===== config.mk =====
export PLATFORM = sky130hd
export DESIGN_NAME = timer_cnt_ctrl
export DESIGN_NICKNAME = d
export VERILOG_FILES = /design/src/rtl/timer_pkg.sv /design/src/rtl/timer_prescaler.sv /design/src/rtl/timer_cnt_ctrl.sv
export SDC_FILE = /design/constraint.sdc
export NUM_CORES = 1
export LEC_CHECK = 0
export ABC_AREA = 1
export BUFFER_PORTS_ARGS = -buffer_cell sky130_fd_sc_hd__buf_2
export CAP_MARGIN = 20
export CELL_PAD_IN_SITES_DETAIL_PLACEMENT = 1
export CELL_PAD_IN_SITES_GLOBAL_PLACEMENT = 1
export CORE_MARGIN = 10
export CORE_UTILIZATION = 39
export CTS_CLUSTER_DIAMETER = 30
export DETAILED_ROUTE_END_ITERATION = 8
export HOLD_SLACK_MARGIN = 0.08
export PLACE_DENSITY_LB_ADDON = 0.1
export SETUP_SLACK_MARGIN = 0.5
export SYNTH_ARGS = -nofsm -noshare
export SYNTH_HDL_FRONTEND = slang
export SYNTH_SLANG_ARGS = --single-unit

===== constraint.sdc =====
create_clock -name clk -period 2.1 [get_ports clk]
set_input_delay 0.105 -clock clk [delete_from_list [all_inputs] [get_ports clk]]
set_output_delay 0.105 -clock clk [all_outputs]
set_load 0.1 [all_outputs]

===== src/rtl/timer_pkg.sv =====
// Shared types and field widths for the timer count controller.
// Optional HALT support is built in with macro TIMER_HALT_EN.
package timer_pkg;

   typedef enum logic [1:0] {
      IDLE = 2'd0,
      RUN  = 2'd1,
      HALT = 2'd2
   } state_t;

   localparam int DIV_MAX   = 8;
   localparam int DIV_VAL_W = 4;
   localparam int EXP_W     = 4;

   // Prescale exponent actually applied; oversized div_val clamps to DIV_MAX.
   function automatic logic [EXP_W-1:0] eff_exp(
      input logic                 div_en,
      input logic [DIV_VAL_W-1:0] div_val
   );
      if (!div_en)
         return '0;
      if (div_val > DIV_VAL_W'(DIV_MAX))
         return EXP_W'(DIV_MAX);
      return div_val;
   endfunction

endpackage


===== src/rtl/timer_prescaler.sv =====
// Prescaler counter: clear, hold and terminal-count strobe.
// Period restarts whenever the effective exponent changes.
module timer_prescaler
   import timer_pkg::*;
#(
   parameter int PSC_W = 8
) (
   input  logic             clk,
   input  logic             rst_n,
   input  logic             run,
   input  logic             clr,
   input  logic [EXP_W-1:0] k,
   output logic             tick
);

   logic [PSC_W-1:0] psc_cnt;
   logic [EXP_W-1:0] k_q;
   logic [PSC_W:0]   span;
   logic [PSC_W-1:0] term;
   logic             chg;
   logic             tc;

   assign span = (PSC_W+1)'(1) << k;
   assign term = PSC_W'(span - (PSC_W+1)'(1));
   assign chg  = (k != k_q);
   assign tc   = (psc_cnt == term);
   assign tick = run & tc & ~chg;

   always_ff @(posedge clk) begin
      if (!rst_n) begin
         psc_cnt <= '0;
         k_q     <= '0;
      end else begin
         k_q <= k;
         if (clr)
            psc_cnt <= '0;
         else if (run)
            psc_cnt <= (chg | tc) ? '0 : psc_cnt + PSC_W'(1);
      end
   end

endmodule


===== src/rtl/timer_cnt_ctrl.sv =====
// Timer count controller: IDLE/RUN/HALT FSM driving the counter strobe.
// HALT state and halt_ack exist only when TIMER_HALT_EN is defined.
module timer_cnt_ctrl
   import timer_pkg::*;
#(
   parameter int PSC_W = 8
) (
   input  logic                 clk,
   input  logic                 rst_n,
   input  logic                 timer_en,
   input  logic                 div_en,
   input  logic [DIV_VAL_W-1:0] div_val,
   input  logic                 halt_req,
   input  logic                 dbg_mode,
   output logic                 cnt_en,
   output logic                 halt_ack,
   output logic                 running
);

   state_t           state;
   state_t           state_nx;
   logic             run;
   logic             clr;
   logic             tick;
   logic [EXP_W-1:0] k;

   always_ff @(posedge clk) begin
      if (!rst_n)
         state <= IDLE;
      else
         state <= state_nx;
   end

   always_comb begin
      state_nx = state;
      unique case (state)
         IDLE: if (timer_en) state_nx = RUN;
`ifdef TIMER_HALT_EN
         RUN: begin
            if (!timer_en)
               state_nx = IDLE;
            else if (halt_req & dbg_mode)
               state_nx = HALT;
         end
         HALT: begin
            if (!timer_en)
               state_nx = IDLE;
            else if (!(halt_req & dbg_mode))
               state_nx = RUN;
         end
`else
         RUN:  if (!timer_en) state_nx = IDLE;
         HALT: state_nx = IDLE;
`endif
         default: state_nx = IDLE;
      endcase
   end

   always_comb begin
      run     = (state == RUN);
      running = (state != IDLE);
      clr     = (state_nx == IDLE);
      // A strobe never leaves during a reset cycle.
      cnt_en  = rst_n & tick;
   end

   assign k = eff_exp(div_en, div_val);

   timer_prescaler #(
      .PSC_W (PSC_W)
   ) u_psc (
      .clk   (clk),
      .rst_n (rst_n),
      .run   (run),
      .clr   (clr),
      .k     (k),
      .tick  (tick)
   );

`ifdef TIMER_HALT_EN
   always_ff @(posedge clk) begin
      if (!rst_n)
         halt_ack <= 1'b0;
      else
         halt_ack <= (state_nx == HALT);
   end
`else
   logic unused_halt;
   assign unused_halt = halt_req ^ dbg_mode;
   assign halt_ack    = 1'b0;
`endif

endmodule


# == Yosys cells after proc, flatten, opt, wreduce, memory -nomap -nowiden ==
# Index checks and enable logic that the tools add are counted.
# classes
addsub,2
multipliers,0
div,0
order_cmp,1
n_eq_ne,3
shift,1
n_mux,10
bitwise_logic,6
reduce_logical,4
# ops
cell,count
4-bit 2-to-1 mux,4
"8-bit by 1-bit adder with 8-bit output, second input constant",1
8-bit equality test,1
8-bit 2-to-1 mux,1
"1-bit by 4-bit left shift with 8-bit output, first input constant",1
"8-bit by 1-bit subtractor with 8-bit output, second input constant",1
"4-bit > comparator, second input constant",1
2-bit zero test,2
2-bit 2-to-1 mux,2
4-bit != test,1
2-bit one-hot mux with 2 select lines,1
1-bit AND,3
"2-bit by 1-bit equality test with 1-bit output, second input constant",1
1-bit 2-to-1 mux,2
1-bit inverter,2
2-bit nonzero test,1
2-bit OR reduction,1
1-bit OR,1
# word_totals
reg_bits,14
latchBits,0
ramBits,0
mem_bits_ro,0
inputBits,10
out_inout_bits,3
elab_cells,30
memories,0

# == Logic depth before layout (Yosys ltp) ==
# Gate-level depths: netlist (run 1).
# logic_depth
word_depth,11
mapped_depth,16
ltp_nobuf,16

# == Hierarchy ==
# Synthesis (run 1) repeated with hierarchy kept, for this count alone.
# unflattened
hier_cells,165
area_unflattened_um2,1088.5
# by_module_without_submodules
module,n_inst,cells_per_inst,area_each_um2,seq_area_each_um2
timer_prescaler,1,142,958.4,240.2
timer_cnt_ctrl,1,23,130.1,40.0

# == Worst setup path after synthesis (run 1) ==
# OpenSTA, ideal clock, no wires.
# synth_path
path_type,input-to-output
start,in div_val[3]
end,out cnt_en
arrival_time_ps,2597
t_required_ps,1995
path_slack_ps,-602
path_stages,10
path_buffers,0
cell_sequence,o21ai_0 > nand2_1 > ha_1 > xnor2_1 > inv_1 > nand2_1 > nand3_1 > nor3_1 > nand3_1 > nor2_1
# synth_between
elab_chain_cells,11
elab_cells_between_ends,14
cone_classes,add/sub (1); order compare (1); eq/ne (2); shift (1); mux (5); bitwise (4)
# synth_rtl
element,line,rtl
from (decl),timer_cnt_ctrl.sv:12,"input logic [DIV_VAL_W-1:0] div_val,"
4-bit > comparator,timer_pkg.sv:22,if (div_val > DIV_VAL_W'(DIV_MAX))
1-bit 2-to-1 mux (2 in series),timer_pkg.sv:22,
4-bit 2-to-1 mux (*),timer_pkg.sv:24,return div_val;
4-bit 2-to-1 mux (*),timer_pkg.sv:22,
1-bit by 4-bit left shift with 8-bit output,timer_prescaler.sv:23,assign span = (PSC_W+1)'(1) << k;
8-bit by 1-bit subtractor with 8-bit output,timer_prescaler.sv:24,assign term = PSC_W'(span - (PSC_W+1)'(1));
8-bit equality test,timer_prescaler.sv:26,assign tc = (psc_cnt == term);
1-bit AND,timer_prescaler.sv:27,assign tick = run & tc & ~chg;
1-bit AND (*),timer_prescaler.sv:27,
1-bit AND (*),timer_cnt_ctrl.sv:64,cnt_en = rst_n & tick;
to (decl),timer_cnt_ctrl.sv:15,"output logic cnt_en,"
# Mark *: on every way between the ends. The rest lies on a longest branch, timed or not. The select of a mux whose other input is x is not followed.

# == Worst setup path in the final report (run 1) ==
# layout_path
start,in div_en
end,out cnt_en
# layout_between
elab_chain_cells,7
elab_cells_between_ends,9
cone_classes,add/sub (1); eq/ne (2); shift (1); mux (1); bitwise (4)
# layout_rtl
element,line,rtl
from (decl),timer_cnt_ctrl.sv:11,"input logic div_en,"
4-bit 2-to-1 mux (*),timer_pkg.sv:22,
1-bit by 4-bit left shift with 8-bit output,timer_prescaler.sv:23,
8-bit by 1-bit subtractor with 8-bit output,timer_prescaler.sv:24,
8-bit equality test,timer_prescaler.sv:26,
1-bit AND,timer_prescaler.sv:27,
1-bit AND (*),timer_prescaler.sv:27,
1-bit AND (*),timer_cnt_ctrl.sv:64,
# Mark *: on every way between the ends. The rest lies on a longest branch, timed or not.

==> flow_summary.yaml, run 1 <==
run:
  maxCapViolCount: 0
detailed_routing:
  drtIter0Drc: 53
  drt-pass1-iter-count: 4
  drc: 0
  ant_nets: 0
  routed_wirelength_um: 2387
  num_vias: 839
  wire_per_inst_um: 13.88
  viasPerCell: 4.878
worst_hold_path:
  hold_path_end: "state[0]$_SDFF_PN0_"
  hold_class: "input pin to flip-flop"
  hold_start: "timer_en"
  whs_path_depth: 3
floorplanning:
  die_h_um: 68.43
  rows: 17
  dieArea_um2: 4682
  die_w_um: 68.43
  ios: 13
  start_util_pct: 40.95
  core_um2: 2233
clock_network:
  hold_buffers: 0
  clock_path_buffers: 2
  root_buffer: "clkbuf_4"
  cts.sinks: 14
  cts_tree: "built"
  cts_max_level: 1
  insertion_delay_ps: 280
  clkTransAtPathRegs_ps: 80
  cts_made_buffers: 3
pwr:
  pwr_density_cell_nw_per_um2: 483.3
  peakVddDrop_v: 0.0003606
  p_leak_nw: 0.4755
critical_path:
  critPathLaunchType: "input pin"
  cp_data_required_time_ps: 2000
  worstReg2RegStart: "u_psc.psc_cnt[2]$_SDFFE_PP0N_"
  crit_arrival_ps: 1710
  crit_path_end_kind: "output pin"
  worst-setup-path-type: "input pin to output pin"
  reg2reg_to: "u_psc.psc_cnt[2]$_SDFFE_PP0N_"
  ff2ff_setup_slack_ps: 460
  cp_max_fo: 4
  rr_worst_depth: 12
yosys:
  syn_inst: 126
  ys_ff_latch: 14
  yosys.area_share.adder_pct: 2.736
  synth-compound-area-share_pct: 3.420
  syn-mean-instance-area_um2: 7.259
  synth_mux_area_share_pct: 0
  synth_cell_types: 24
  synth_top_family_by_area: "simple AND/OR/NAND/NOR gates"
  synth.cell_area_um2: 914.6
  synth_xor_area_share_pct: 14.36
  synth-simple-area-share_pct: 40.63
  ys_seq_area_share_pct: 30.64
  yosysWarnings: 0
cells_and_area:
  diodes: 0
  final_net_count: 158
  n_fill_cell: 308
  areaGrowthSynthToFinish_pct: 27.50
  drive_gt1_share_pct: 27.08
  multi_input_area_um2: 625.6
  stdcell_count: 172
  regArea_um2: 281.5
global_route:
  grt_use_met2_pct: 19.47
  grt_overflow_total: 0
  track_usage_pct: 11.10
  antenna_found_initial: 0
  busiest_layer: "met2"
  grt_max_degree: 9
  grt_pass1_wl_um: 3967
  grt_pass1_vias: 887
  grtUsageMet3_pct: 2.610
  met1_usage_pct: 12.26
place:
  dp_cells: 163
  portBuffers: 9
  hpwlAfterDp_um: 1794
  gp_congestion: 0.8013
timing:
  hold_viol: 0
  grt_setup_unrepaired: "yes"
  fin_tns_setup_ps: 0
  fmax_mhz: 550.5
  slew_viol_final: 0
  fin_crit_sh_pct: 86.50
  layout_min_cycle_time_ps: 1816
  clock_skew_ps: 5.637
  setup_viol: 0
status:
  status: "completed"
==> flip-flops by register name (all words and copies together) (netlist names) <==
register       count
u_psc.k_q          4
u_psc.psc_cnt      8
state              2
==> cell families after synthesis <==
family,Yosys count
and+or+nand+nor,71
DFF,14
adders and majority gates,2
buffers and inverters,18
xor gates and xnor gates,15
other,1
AOI/OAI and AO/OA,5
==> worst max-delay path by stage <==
stage                     depth (start not counted)  slack [ps]                             to       start
after floorplan                                  12         350                         cnt_en      div_en
after global placement                           15         140  u_psc.psc_cnt[1]$_SDFFE_PP0N_      div_en
after detailed placement                         16          70  u_psc.psc_cnt[1]$_SDFFE_PP0N_      div_en
after CTS                                        12         200                         cnt_en  div_val[3]
after global routing                             14         140                         cnt_en      div_en
final                                            12         280                         cnt_en      div_en
==> power by group <==
| group | switching [W] | total (W) | leakage, nW | internal [W] |
|---|---|---|---|---|
| registers | 0.00000259 | 0.000272 | 0.114 | 0.000270 |
| logic | 0.0000872 | 0.000142 | 0.348 | 0.0000551 |
| clock network | 0.0000828 | 0.000149 | 0.0138 | 0.0000665 |
| total | 0.000173 | 0.000564 | 0.476 | 0.000391 |
==> cell usage after synthesis <==
cell,count,area [um^2]
nand4_1,5,31.28
nor4_4,1,21.27
inv_1,16,60.06
nor2_1,21,78.83
xnor2_1,7,61.31
o21ai_2,1,8.760
nand3_1,8,40.04
nand2_1,25,93.84
dfxtp_1,14,280.3
a21boi_0,1,7.510
o21ai_0,3,15.01
nor2_2,1,6.260
inv_2,1,3.750
nor4_2,1,12.51
xor2_1,8,70.07
buf_4,1,7.510
conb_1,1,3.750
nor3_1,1,5.000
ha_1,2,25.02
nand2_2,2,12.51
nand2_4,1,11.26
nand3b_1,1,7.510
nand3_4,1,17.52
nor2_4,3,33.78
==> placed cells by master (no fill, tap or decap), drive strengths merged, types with 4 or more instances in the layout <==
| cell type | n |
|---|---|
| nand3 | 9 |
| nor2 | 25 |
| buf | 15 |
| nand2 | 28 |
| dfxtp | 14 |
| inv | 17 |
| o21ai | 4 |
| nand4 | 5 |
| xnor2 | 7 |
| xor2 | 8 |
==> metrics by stage <==
stage                     utilization, %  hold WS [ps]  setup WS (ps)  total power, W  cell area [um^2]
after floorplan                        -         248.7          346.3       0.0003669             939.7
after CTS                          50.76         89.76          199.9       0.0005630              1134
final                              52.21         91.03          283.6       0.0005636              1166
after global routing               52.21         97.73          138.3       0.0005976              1166
after detailed placement           45.99         390.6          71.47       0.0003958              1027
after global placement             45.99         387.5          136.7       0.0003916              1027
==> routing by layer <==
| layer | up-vias | part of all wire (%) |
|---|---|---|
| met4 | 0 | 1.9 |
| met2 | 13 | 51 |
| met3 | 6 | 4.3 |
| met5 | - | 0 |
| met1 | 393 | 43 |
| li1 | 427 | - |
==> critical path, stage by stage <==
cell	delay [ps]
buf_12	80
inv_2	40
nor2_4	160
nand4_1	160
ha_4	270
xnor2_1	110
nor2_1	100
nand4_1	100
nor2_1	140
nand3_2	140
nor2_4	130
buf_12	180
==> area by class of cell <==
type / count / area share [%]
Inverter: 17 / 5.472
Sequential cell: 14 / 24.14
Timing Repair Buffer: 15 / 11.80
Clock buffer: 3 / 1.931
Multi-Input combinational cell: 95 / 53.65
Tap cell: 28 / 3.004
==> repair_timing <==
| action | in CTS | in global routing |
|---|---|---|
| pin swaps | 9 | 9 |
| endpoints found under the setup margin | 9 | 9 |
| gates resized for setup | 13 | 5 |
| setup buffers | 4 | 2 |
| gates cloned | 0 | 0 |
Note: power is estimated with default switching activity, not from simulation.
==> run 2, diff against run 1 <==
==> constraint.sdc (replaced) <==
create_clock -name clk -period 2.1 [get_ports clk]
set_input_delay 0.21 -clock clk [delete_from_list [all_inputs] [get_ports clk]]
set_output_delay 0.21 -clock clk [all_outputs]
set_load 0.1 [all_outputs]
==> flow_summary.yaml, run 2 (same netlist as run 1, synthesis figures left out) <==
status:
  status: "completed"
critical_path:
  crit_arrival_ps: 1840
  slowest_delay_ps: 230
  crit_path_end: "cnt_en"
  cp.depth: 13
  path_buf_inv: 4
  rr_worst_depth: 11
  cpLargestDelayFamily: "simple AND/OR/NAND/NOR gates"
  cp_data_required_time_ps: 1890
  worst-setup-path-type: "input pin to output pin"
  slowest_stage: "ha_4"
  crit_chain: "buf_8 -> inv_4 -> nor2_4 -> nand4_1 -> ha_4 -> xnor2_2 -> inv_1 -> nand2_1 -> nand3_1 -> nor3_2 -> nand3_2 -> nor2_4 -> buf_12"
  ff2ff_setup_slack_ps: 500
  cp_max_fo: 4
  reg2reg_to: "u_psc.psc_cnt[3]$_SDFFE_PP0N_"
  crit_path_start: "div_en"
  critPathLaunchType: "input pin"
  crit_path_end_kind: "output pin"
  crit_top_cell: "nor2_4"
  worstReg2RegStart: "u_psc.psc_cnt[2]$_SDFFE_PP0N_"
cells_and_area:
  n_fill_cell: 297
  areaGrowthSynthToFinish_pct: 33.65
  final_net_count: 161
  largest_register_ff_count: 8
  regArea_um2: 280.3
  layout_common_cells: "nand2_1, inv_1, nor2_1, dfxtp_1"
  drive_gt1_share_pct: 32.43
  final_cell_area_um2: 1222
  stdcell_count: 176
  final_common_cell: "nand2_1"
  top_register: "u_psc.psc_cnt"
  reg_top3: "u_psc.psc_cnt (8), u_psc.k_q (4), state (2)"
  diodes: 0
  multi_input_area_um2: 656.9
clock_network:
  clock_path_buffers: 2
  cts_made_buffers: 3
  insertion_delay_ps: 290
  cts.sinks: 14
  cts_tree: "built"
  cts_max_level: 1
  root_buffer: "clkbuf_4"
  clkTransAtPathRegs_ps: 90
timing:
  grt_setup_unrepaired: "yes"
  slew_viol_final: 0
  hold_viol: 0
  layout_min_cycle_time_ps: 2045
  clock_skew_ps: 6.867
  fin_crit_sh_pct: 97.40
  setup_viol: 0
  fmax_mhz: 488.9
  fin_tns_setup_ps: 0
global_route:
  antenna_found_initial: 0
  grt_pass1_wl_um: 4077
  grt_max_degree: 9
  grt_overflow_total: 0
  track_usage_pct: 11.50
  grt_pass1_vias: 884
floorplanning:
  ios: 13
  die_w_um: 68.43
  core_um2: 2233
  start_util_pct: 40.95
  dieArea_um2: 4682
  die_h_um: 68.43
  rows: 17
worst_hold_path:
  hold_class: "input pin to flip-flop"
place:
  place_area_um2: 1057
  hpwlAfterDp_um: 1833
  dp_cells: 167
  gp_congestion: 0.7679
  portBuffers: 9
run:
  maxCapViolCount: 0
pwr:
  internal_power_w: 0.0004340
  peakVddDrop_v: 0.0005089
  power_frac_clock_pct: 32.1
  switching_share_pct: 30.15
  combPwrFrac_pct: 24.1
  p_sw_w: 0.0001874
  totalPowerFinal_w: 0.0006214
  pwr_density_cell_nw_per_um2: 508.3
  p_leak_nw: 0.5043
  p_seq_share_pct: 43.8
detailed_routing:
  wire_per_inst_um: 13.79
  num_vias: 852
  viasPerCell: 4.841
  drt-pass1-iter-count: 3
  routed_wirelength_um: 2427
  ant_nets: 0
  drc: 0
  drtIter0Drc: 15
-- run 2: cell count changes in the layout (fill, tap and decap cells not counted), sizes merged --
cell and delta:
buf +3, clkbuf +1
-- run 2: worst min path at each step --
stage / cells past startpoint / slack, ps / startpoint / end
after CTS: 3 / 190 / timer_en / state[0]$_SDFF_PN0_
after detailed placement: 3 / 500 / timer_en / state[0]$_SDFF_PN0_
after floorplan: 2 / 350 / div_val[2] / u_psc.k_q[2]$_SDFF_PN0_
after global placement: 3 / 490 / timer_en / state[0]$_SDFF_PN0_
after global routing: 3 / 220 / div_val[2] / u_psc.k_q[2]$_SDFF_PN0_
final: 3 / 230 / rst_n / u_psc.k_q[1]$_SDFF_PN0_
-- run 2: worst min-delay path: cells and delay by family --
family	cells	cell delay [ps]
buffers and inverters	2	180
and+or+nand+nor	1	100
-- run 2: area by class of cell --
class                      count  area share (%)
multi-input combinational     95           53.74
sequential                    14           22.93
timing repair buffer          18           12.08
inverter                      17           5.425
clock buffer                   4           2.968
tap                           28           2.866
-- run 2: through the flow --
step           utilization (%)  hold slack (ps)  setup slack [ps]
2_1_floorplan                -            353.7             136.3
3_3_place_gp             47.34            490.8             41.83
3_5_place_dp             47.34            496.4            -53.82
4_1_cts                  52.44            185.2             25.40
5_1_grt                  54.73            223.9            -79.19
6_report                 54.73            234.8             54.59
-- run 2: metal layers --
metal | routed length, um | track usage, %
met2 | 1243 | 19.70
met1 | 1000 | 12.45
met3 | 128 | 3.426
met5 | 0 | 0
met4 | 55 | 6.030
-- run 2: repair_timing --
| action | CTS | global route |
|---|---|---|
| endpoints found under the hold margin | 0 | 0 |
| gates resized for setup | 13 | 9 |
| hold buffers | 0 | 0 |
| buffers inserted | 4 | 1 |
| pin swaps | 2 | 1 |
| endpoints found under the setup margin | 9 | 9 |
-- run 2: power groups by stage --
stage,Sequential [W],Clock (W),Combinational [W]
floorplan,0.000278,0,0.0000890
global route,0.000273,0.000226,0.000165
CTS,0.000272,0.000207,0.000139
finish,0.000272,0.000200,0.000150
global placement,0.000278,0,0.000120
detailed placement,0.000278,0,0.000125
==> run 3, diff against run 2 <==
REMOVE_ABC_BUFFERS = 1   (was unset)
SETUP_SLACK_MARGIN = 0.2   (was 0.5)
==> flow_summary.yaml, run 3 (same netlist as run 1, synthesis figures left out) <==
status:
  status: "completed"
place:
  hpwlAfterDp_um: 1906
  dp_cells: 174
  portBuffers: 9
  gp_congestion: 0.7915
  place_area_um2: 1089
cells_and_area:
  multi_input_area_um2: 618.1
  fin_util_pct: 55.41
  reg_top3: "u_psc.psc_cnt (8), u_psc.k_q (4), state (2)"
  regArea_um2: 280.3
  drive_gt1_share_pct: 32.90
  final_common_cell: "nand2_1"
  final_cell_area_um2: 1237
  diodes: 0
  top_register: "u_psc.psc_cnt"
  areaGrowthSynthToFinish_pct: 35.29
  largest_register_ff_count: 8
  n_fill_cell: 297
  layout_common_cells: "nand2_1, nor2_1, inv_1"
  stdcell_count: 183
  final_net_count: 168
pwr:
  power_frac_clock_pct: 31.0
  p_sw_w: 0.0001831
  p_leak_nw: 0.5291
  totalPowerFinal_w: 0.0006262
  pwr_density_cell_nw_per_um2: 506.0
  internal_power_w: 0.0004430
  peakVddDrop_v: 0.0003198
  p_seq_share_pct: 43.4
  combPwrFrac_pct: 25.6
  switching_share_pct: 29.25
critical_path:
  critPathLaunchType: "input pin"
  crit_path_end_kind: "output pin"
  worst-setup-path-type: "input pin to output pin"
  cp_data_required_time_ps: 1890
  crit_arrival_ps: 1880
  cp_max_fo: 3
floorplanning:
  dieArea_um2: 4682
  die_h_um: 68.43
  start_util_pct: 40.95
  ios: 13
  rows: 17
  die_w_um: 68.43
  core_um2: 2233
timing:
  slew_viol_final: 0
  grt_setup_unrepaired: "yes"
  fmax_mhz: 478.2
  hold-worst-slack_ps: 186.1
  layout_min_cycle_time_ps: 2091
  clock_skew_ps: 14.30
  fin_crit_sh_pct: 99.57
  hold_viol: 0
  setup_viol: 0
clock_network:
  cts_made_buffers: 3
  cts_max_level: 1
  insertion_delay_ps: 290
  clock_path_buffers: 2
  root_buffer: "clkbuf_4"
  hold_buffers: 0
  cts.sinks: 14
  cts_tree: "built"
  clkTransAtPathRegs_ps: 90
detailed_routing:
  routed_wirelength_um: 2453
  num_vias: 896
  drc: 0
  drt-pass1-iter-count: 4
  drtIter0Drc: 22
  wire_per_inst_um: 13.40
  ant_nets: 0
  viasPerCell: 4.896
global_route:
  track_usage_pct: 11.75
  grt_pass1_wl_um: 4153
  grt_max_degree: 9
  grt_overflow_total: 0
  antenna_found_initial: 0
  grt_pass1_vias: 962
run:
  maxCapViolCount: 0
worst_hold_path:
  hold_class: "input pin to flip-flop"
[run 3: cell count changes in the layout (fill, tap and decap cells not counted), moves of 2 or more]
cell and delta:
nor2_1 +5, inv_2 +2, nor2_2 -3, nor2_4 -2, buf_4 +6
[run 3: repair_timing]
item / in CTS / in global routing
resized for setup: 13 / 7
endpoints found under the setup margin: 1 / 1
buffers inserted: 5 / 0
pin swaps: 10 / 1
[run 3: metal layers]
metal	share of wire, %	up-vias	GRT usage [%]
met5	0	-	0
met1	39	431	11.48
met4	2.2	0	6.030
li1	-	448	-
met3	4.6	6	2.936
met2	54	11	22.12
[run 3: worst paths after layout]
path              cells after the start  slack, ps                     startpoint                            end
setup / recovery                     14          9                     div_val[3]                         cnt_en
hold / removal                        3        190                       timer_en            state[0]$_SDFF_PN0_
setup reg to reg                      9        550            state[0]$_SDFF_PN0_  u_psc.psc_cnt[7]$_SDFFE_PP0N_
hold reg to reg                       2        570  u_psc.psc_cnt[7]$_SDFFE_PP0N_  u_psc.psc_cnt[7]$_SDFFE_PP0N_
[run 3: worst max-delay path, cell delays in order]
cell and delay (ps):
buf_8 100, buf_6 110, nor2_4 100, nand4_1 150
ha_4 220, buf_6 110, nand4_1 120, nand2_1 90
nand2_1 60, nand2_1 60, nor2_2 110, nand3_2 120
nor2_4 120, buf_12 180
[run 3: cell type report]
class / instances / area share [%]
Inverter: 17 / 5.157
Timing Repair Buffer: 25 / 16.48
Multi-Input combinational cell: 95 / 49.95
Tap cell: 28 / 2.831
Sequential cell: 14 / 22.65
Clock buffer: 4 / 2.932
[run 3: metrics by stage]
stage	setup WS, ps	TNS (ps)
finish	8.975	0
global route	-138.7	-138.7
global placement	-108.1	-108.1
CTS	4.541	0
detailed placement	-217.0	-386.2
floorplan	-811.7	-811.7
[run 3: power groups by stage]
stage | Combinational, W | Clock (W) | Sequential (W)
finish | 0.000160 | 0.000194 | 0.000272
global route | 0.000176 | 0.000218 | 0.000272
CTS | 0.000153 | 0.000200 | 0.000272
detailed placement | 0.000133 | 0 | 0.000278
global placement | 0.000128 | 0 | 0.000278
floorplan | 0.0000846 | 0 | 0.000278
